<file path="config.mk">
export PLATFORM = sky130hd
export DESIGN_NAME = accum_rate_decoder
export DESIGN_NICKNAME = d
export VERILOG_FILES = /design/src/rtl/accum_rate_decoder.sv
export SDC_FILE = /design/constraint.sdc
export NUM_CORES = 1
export LEC_CHECK = 0
export CAP_MARGIN = 15
export CORE_MARGIN = 1.5
export CORE_UTILIZATION = 45
export CTS_CLUSTER_SIZE = 16
export DETAILED_ROUTE_END_ITERATION = 8
export SYNTH_ARGS = -nofsm -noshare
export SYNTH_HDL_FRONTEND = slang
export SYNTH_SLANG_ARGS = --single-unit
</file>
<file path="constraint.sdc">
create_clock -name clk -period 4.7 [get_ports clk]
set_clock_uncertainty 0.1 [all_clocks]
set_input_delay 0.94 -clock clk [delete_from_list [all_inputs] [get_ports clk]]
set_output_delay 0.94 -clock clk [all_outputs]
set_load 0.05 [all_outputs]
</file>
<file path="src/rtl/accum_rate_decoder.sv">
// Recovers the per-cycle increment of a free-running 2*DATA_W accumulator from its upper half.
// Latency start->est_valid = 2^(DATA_W+AVG_LOG2)+1 cycles; est held stable until est_ready.
module accum_rate_decoder #(
    parameter int DATA_W   = 8,
    parameter int AVG_LOG2 = 2
) (
    input  logic              clk,
    input  logic              rst,
    input  logic [DATA_W-1:0] acc_hi,
    input  logic              start,
    input  logic              cont,
    input  logic              abort,
    output logic [DATA_W-1:0] est,
    output logic              est_valid,
    input  logic              est_ready,
    output logic              busy,
    output logic              locked
);
    localparam int WIN_W = (AVG_LOG2 > 0) ? AVG_LOG2 : 1;
    localparam int SUM_W = DATA_W + AVG_LOG2;
    localparam logic [WIN_W-1:0]  WIN_LAST = WIN_W'((1 << AVG_LOG2) - 1);
    localparam logic [DATA_W-1:0] CNT_LAST = '1;

    typedef enum logic [1:0] {S_IDLE, S_MEAS, S_DONE} state_t;

    state_t            state_q, state_d;
    logic [DATA_W-1:0] base_q, base_d;
    logic [DATA_W-1:0] cnt_q, cnt_d;
    logic [WIN_W-1:0]  win_q, win_d;
    logic [SUM_W-1:0]  sum_q, sum_d;
    logic [DATA_W-1:0] est_q, est_d;
    logic              est_valid_q, est_valid_d;
    logic              busy_q, busy_d;
    logic              locked_q, locked_d;
    logic [DATA_W-1:0] prev_q, prev_d;
    logic              have_prev_q, have_prev_d;

    logic [DATA_W-1:0] delta;
    logic [SUM_W-1:0]  sum_nxt;
    logic              hs;

    always_comb begin
        state_d     = state_q;
        base_d      = base_q;
        cnt_d       = cnt_q;
        win_d       = win_q;
        sum_d       = sum_q;
        est_d       = est_q;
        est_valid_d = est_valid_q;
        locked_d    = locked_q;
        prev_d      = prev_q;
        have_prev_d = have_prev_q;
        // Modular difference: a wrapped upper half still yields the true advance.
        delta       = acc_hi - base_q;
        sum_nxt     = sum_q + SUM_W'(delta);
        hs          = est_valid_q & est_ready;

        case (state_q)
            S_IDLE: begin
                if (start) begin
                    base_d  = acc_hi;
                    cnt_d   = '0;
                    win_d   = '0;
                    sum_d   = '0;
                    state_d = S_MEAS;
                end
            end
            S_MEAS: begin
                if (abort) begin
                    state_d = S_IDLE;
                end else begin
                    cnt_d = cnt_q + DATA_W'(1);
                    if (cnt_q == CNT_LAST) begin
                        base_d = acc_hi;
                        sum_d  = sum_nxt;
                        if (win_q == WIN_LAST) begin
                            est_d       = sum_nxt[SUM_W-1 -: DATA_W];
                            est_valid_d = 1'b1;
                            state_d     = S_DONE;
                        end else begin
                            win_d = win_q + WIN_W'(1);
                        end
                    end
                end
            end
            S_DONE: begin
                if (abort) begin
                    est_valid_d = 1'b0;
                    state_d     = S_IDLE;
                end else if (hs) begin
                    est_valid_d = 1'b0;
                    locked_d    = have_prev_q && (est_q == prev_q);
                    prev_d      = est_q;
                    have_prev_d = 1'b1;
                    if (cont) begin
                        base_d  = acc_hi;
                        cnt_d   = '0;
                        win_d   = '0;
                        sum_d   = '0;
                        state_d = S_MEAS;
                    end else begin
                        state_d = S_IDLE;
                    end
                end
            end
            default: state_d = S_IDLE;
        endcase
        busy_d = (state_d == S_MEAS);
    end

    always_ff @(posedge clk) begin
        if (rst) begin
            state_q     <= S_IDLE;
            base_q      <= '0;
            cnt_q       <= '0;
            win_q       <= '0;
            sum_q       <= '0;
            est_q       <= '0;
            est_valid_q <= 1'b0;
            busy_q      <= 1'b0;
            locked_q    <= 1'b0;
            prev_q      <= '0;
            have_prev_q <= 1'b0;
        end else begin
            state_q     <= state_d;
            base_q      <= base_d;
            cnt_q       <= cnt_d;
            win_q       <= win_d;
            sum_q       <= sum_d;
            est_q       <= est_d;
            est_valid_q <= est_valid_d;
            busy_q      <= busy_d;
            locked_q    <= locked_d;
            prev_q      <= prev_d;
            have_prev_q <= have_prev_d;
        end
    end

    assign est       = est_q;
    assign est_valid = est_valid_q;
    assign busy      = busy_q;
    assign locked    = locked_q;
endmodule

</file>
# Yosys cells after proc, flatten, opt, wreduce, memory -nomap -nowiden
# Cells that the tools add are included.
[word_totals]
register_bits = 50
in_bits = 14
output_inout_bits = 11
wordCells = 84
[classes]
addsub = 4
n_eq_ne = 15
muxes = 42
bitwise = 2
reduce_logical = 10
[op_table]
columns = ["op", "count"]
rows = [
  ["two-way mux 8 bit", 11],
  ["two-way mux 10 bit", 6],
  ["case mux 8 bit (3 select lines)", 2],
  ["case mux 10 bit (3 select lines)", 1],
  ["two-way mux 2 bit", 13],
  ["inequality test 2 bit, second input constant", 8],
  ["case mux 2 bit (3 select lines)", 2],
  ["adder 10 x 8 -> 10 bit", 1],
  ["adder 8 x 1 -> 8 bit, second input constant", 1],
  ["equality test 8 bit", 1],
  ["equality test 8 bit, second input constant", 1],
  ["AND reduction 8 bit", 1],
  ["subtractor 8 bit", 1],
  ["AND reduction 7 bit", 1],
  ["two-way mux 1 bit", 6],
  ["AND reduction 6 bit", 1],
  ["AND reduction 5 bit", 1],
  ["equality test 2 x 1 -> 1 bit, second input constant", 2],
  ["equality test 2 bit, second input constant", 2],
  ["AND reduction 4 bit", 1],
  ["inequality test 3 bit, second input constant", 1],
  ["AND reduction 3 bit", 1],
  ["nonzero test 3 bit", 1],
  ["adder 2 x 1 -> 2 bit, second input constant", 1],
  ["6 further kinds", 6],
]

# Depth between registers and ports, before layout
[logic_depth]
ltp_word = 6
mapped_depth = 15

# Worst setup path before layout
# Ideal clock, no wire load.
[synth_timing]
kind = "input port to flip-flop"
from = "input port acc_hi[0]"
to = "register est_q[6] (netlist: est[6])"
setup_ns = 0.132
arrival_time_ns = 3.426
t_required_ns = 4.468
slack_ns = 1.041
stages = 15
path_buffers = 0
path_cell_list = "inv_1 > ha_1 > inv_1 > fa_1 > a21o_1 > a21oi_1 > o21bai_1 > a21oi_1 > xnor2_1 > ha_1 > nand2_1 > a2111oi_1 > o21ai_0 > nand3_1 > a21oi_1"
[synth_between]
elab_chain_cells = 2
[synth_lines]
columns = ["element", "line_no", "rtl"]
rows = [
  ["from (decl)", "9", "input logic [DATA_W-1:0] acc_hi,"],
  ["subtractor 8 bit", "54", "delta = acc_hi - base_q;"],
  ["adder 10 x 8 -> 10 bit", "55", "sum_nxt = sum_q + SUM_W'(delta);"],
  ["to (signal assigned)", "130", "est_q <= est_d;"],
  ["to (decl)", "31", "logic [DATA_W-1:0] est_q, est_d;"],
]
# Every way passes these cells.
# A chain may end at the register's enable or synchronous reset.

# Worst setup path in the final report
# Same ends and word-level chain as after synthesis.

==> metrics <==
Largest stage delay, worst path 0.54 ns; CTS tree built; Cell variety after synth 50; met2 GRT Util 31.8%; Min-Delay Path Depth 2; Max Cap Viol 0; DIE AREA 0.00673 mm^2; H-tree Lvls 2; Vias 2275; family with the most delay on the worst path compound AO/OA/AOI/OAI gates; Slew HR 36.4%; setup tns final 0 ns; root buffer cell clkbuf_8; flops & latches, synth 50; total chip power 0.898 mW; Total GRT Usage between 10% and 20%; fin crit share 87.0%; drt initial violations 102; antenna violations before repair 0; syn_nets between 300 and 400; layout cells sized above 1 4.80%; Fin. Hold Viols 0; Worst Path Buf+Inv 3; Final ANT Viol Nets 0; # clock sinks 50; Crit Path Category in2reg; I/O pins 25; met3 Track Usage GR 4.00%; RSZ-0062 raised after global routing no; dpl cell area ~0.0031 mm^2; total gr overflow 0; Worst Reg-to-Reg Cells 14; Initial Utilization roughly 47%; cell count after synthesis approximately 330; final wirelength 5.39 mm; setup slack, reg-to-reg about 1.4 ns; # resized after CTS 0; final net count between 300 and 400; Synth Warn # 0; Startpoint Class primary input; busiest grt layer met2; core area between 0.005 and 0.006 mm^2; Tmin final 4.09 ns; largest net degree at the start of global routing 26; post-DR vias/cell 5.30; vias in the first global route 2202; Clock Pin Slew Worst Setup and Hold Paths 0.09 ns; pwr dens around 280 mW/mm^2; Max FO, Critical Path 6; Die Span Y 82.0 um; HP Start base_q[1]; required time worst endpoint 4.84 ns; Skew-Pair Late Insertion Delay ~0.3 ns; Hold Path Class reg2reg; Synth area leader dfxtp_1; hold buffers post-CTS 0; Final Wtd Congestion 0.809; Post-synth EDFFs 0; synthesized cell area 0.00281 mm^2; max frequency 245 MHz; row count 28; WHS Endpoint base_q[1]; Max stage delay cell, worst path a2111oi_1; slew at the pin closest to its max-slew limit ~0.95 ns; post-synth top area share approximately 36%; WHS 0.357 ns; clock tree buffer depth 2; TritonCTS buffer count 5; critical path, cell by cell clkdlybuf4s50_1 > inv_1 > ha_1 > inv_1 > fa_1 > a21o_1 > a21oi_1 > o21bai_1 > a21oi_1 > xnor2_1 > ha_1 > nand2_1 > a2111oi_1 > or3_1 > nand3_1 > a21oi_1; postcts setup bufs 0; Worst R2R Start base_q[0]; fin. max-slew vios 0; outcome completed; Area Growth Syn to Fin 13.0%; first-pass GRT wire length a little under 10 mm; mean area per synthesized cell 8.41 um^2; # diodes 0; post-synthesis sequential area ratio between 30 and 40%; met1 GRT Util 22.6%; Die Width 82.0 um; DRC errors left 0; synth top area cells dfxtp_1, ha_1, nand2_1, a21oi_1, xor2_1; IO Port Bufs 24; routed len/inst roughly 13 um; Final HPWL DP 3.91 mm; Pre-antenna DRT Iters 4; worst flop-to-flop path endpoint est[6]; Worst VDD drop approximately 0.00012 V; number of setup violations in the final report 0; Design Area, Final 0.00318 mm^2; crit path DAT ~4.2 ns; fraction of registers with async set/reset 0%; crit end category register; Crit path top cell by count a21oi_1; Main synth FF type dfxtp_1; leakage ~1.2 nW
==> cell usage after synthesis, types with 7 or more instances <==
cell and n:
nand2b_1 7, dfxtp_1 50, clkbuf_1 7, mux2i_1 8, xor2_1 15, xnor2_1 12, o21ai_0 8, nor2_1 32
a21oi_1 32, nand3_1 9, ha_1 17, nand2_1 43, inv_1 16, o21ai_1 7
==> state kept, by name, indices dropped and copies added (netlist names) <==
signal	flops
cnt_q	8
est	8
locked	1
state_q	2
busy	1
win_q	2
base_q	8
sum_q	10
prev_q	8
have_prev_q	1
est_valid	1
==> stage by stage <==
stage | cells | setup slack, ns | utilization [%]
2_1_floorplan | 334 | 1.04 | -
5_1_grt | 429 | 0.222 | 53.0
3_3_place_gp | 421 | 0.364 | 51.4
6_report | 429 | 0.611 | 53.0
4_1_cts | 429 | 0.622 | 53.0
3_5_place_dp | 421 | 0.305 | 51.4
==> layer usage <==
metal / share of wire [%] / up-vias / routed length (um)
met5: 0 / - / 0
met4: 1.1 / 0 / 57
met1: 50 / 1037 / 2690
met3: 3.5 / 7 / 189
met2: 46 / 36 / 2460
li1: - / 1195 / -
==> power by group <==
part / internal [mW] / total, mW / switching [mW]
Combinational: 0.0788 / 0.196 / 0.117
Clock: 0.119 / 0.262 / 0.144
Sequential: 0.434 / 0.440 / 0.00597
Total: 0.631 / 0.898 / 0.267
==> layout by cell type (no fill, tap or decap), types with 4 or more instances in the layout <==
cell type         n
dfxtp_1          50
nand2_1          43
a21oi_1          32
nor2_1           32
clkdlybuf4s50_1  24
ha_1             17
inv_1            16
xor2_1           15
xnor2_1          12
nand3_1           9
o21ai_0           8
mux2i_1           8
nand2b_1          7
o21ai_1           7
clkbuf_8          6
nor3_1            4
a211oi_1          4
or3_1             4
o2111ai_1         4
nand3b_1          4
==> tightest hold or removal path, delay by kind of cell, from the launching register on <==
| family | cells | cell delay [ns] |
|---|---|---|
| AO/OA/AOI/OAI | 1 | 0.05 |
| AND/OR/NAND/NOR | 1 | 0.05 |
| flip-flops | 1 | 0.32 |
==> worst max-delay path by stage <==
| stage | from | to | slack, ns | depth (start not counted) |
|---|---|---|---|---|
| after global routing | acc_hi[0] | est[6] | 0.22 | 16 |
| after detailed placement | acc_hi[0] | est[6] | 0.30 | 16 |
| after floorplan | acc_hi[0] | est[6] | 1.04 | 15 |
| after global placement | acc_hi[0] | est[6] | 0.36 | 16 |
| after CTS | acc_hi[0] | est[6] | 0.62 | 16 |
| final | acc_hi[0] | est[6] | 0.61 | 16 |
==> cell families (layout without fill, tap and decap cells) <==
family                     count (synthesis)  in the layout  synth area share, %
AOI/OAI and AO/OA                         75             75                 17.1
xor gates and xnor gates                  27             27                 8.42
adders and majority gates                 19             19                 8.99
buffers and inverters                     30             50                 4.94
DFF                                       50             50                 35.6
muxes                                      8              8                 2.85
and+or+nand+nor                          125            125                 22.1
==> cell type report <==
| cell class | instances | area [um^2] |
|---|---|---|
| fillers | 577 | 2820 |
| multi-input cells | 254 | 1670 |
| flip-flops and latches | 50 | 1000 |
| repair buffers | 26 | 255 |
| well taps | 75 | 93.8 |
| clock buffers | 6 | 82.6 |
| inverters | 16 | 60.1 |
| clock inverters | 2 | 12.5 |
(Power assumes the default switching activity.)
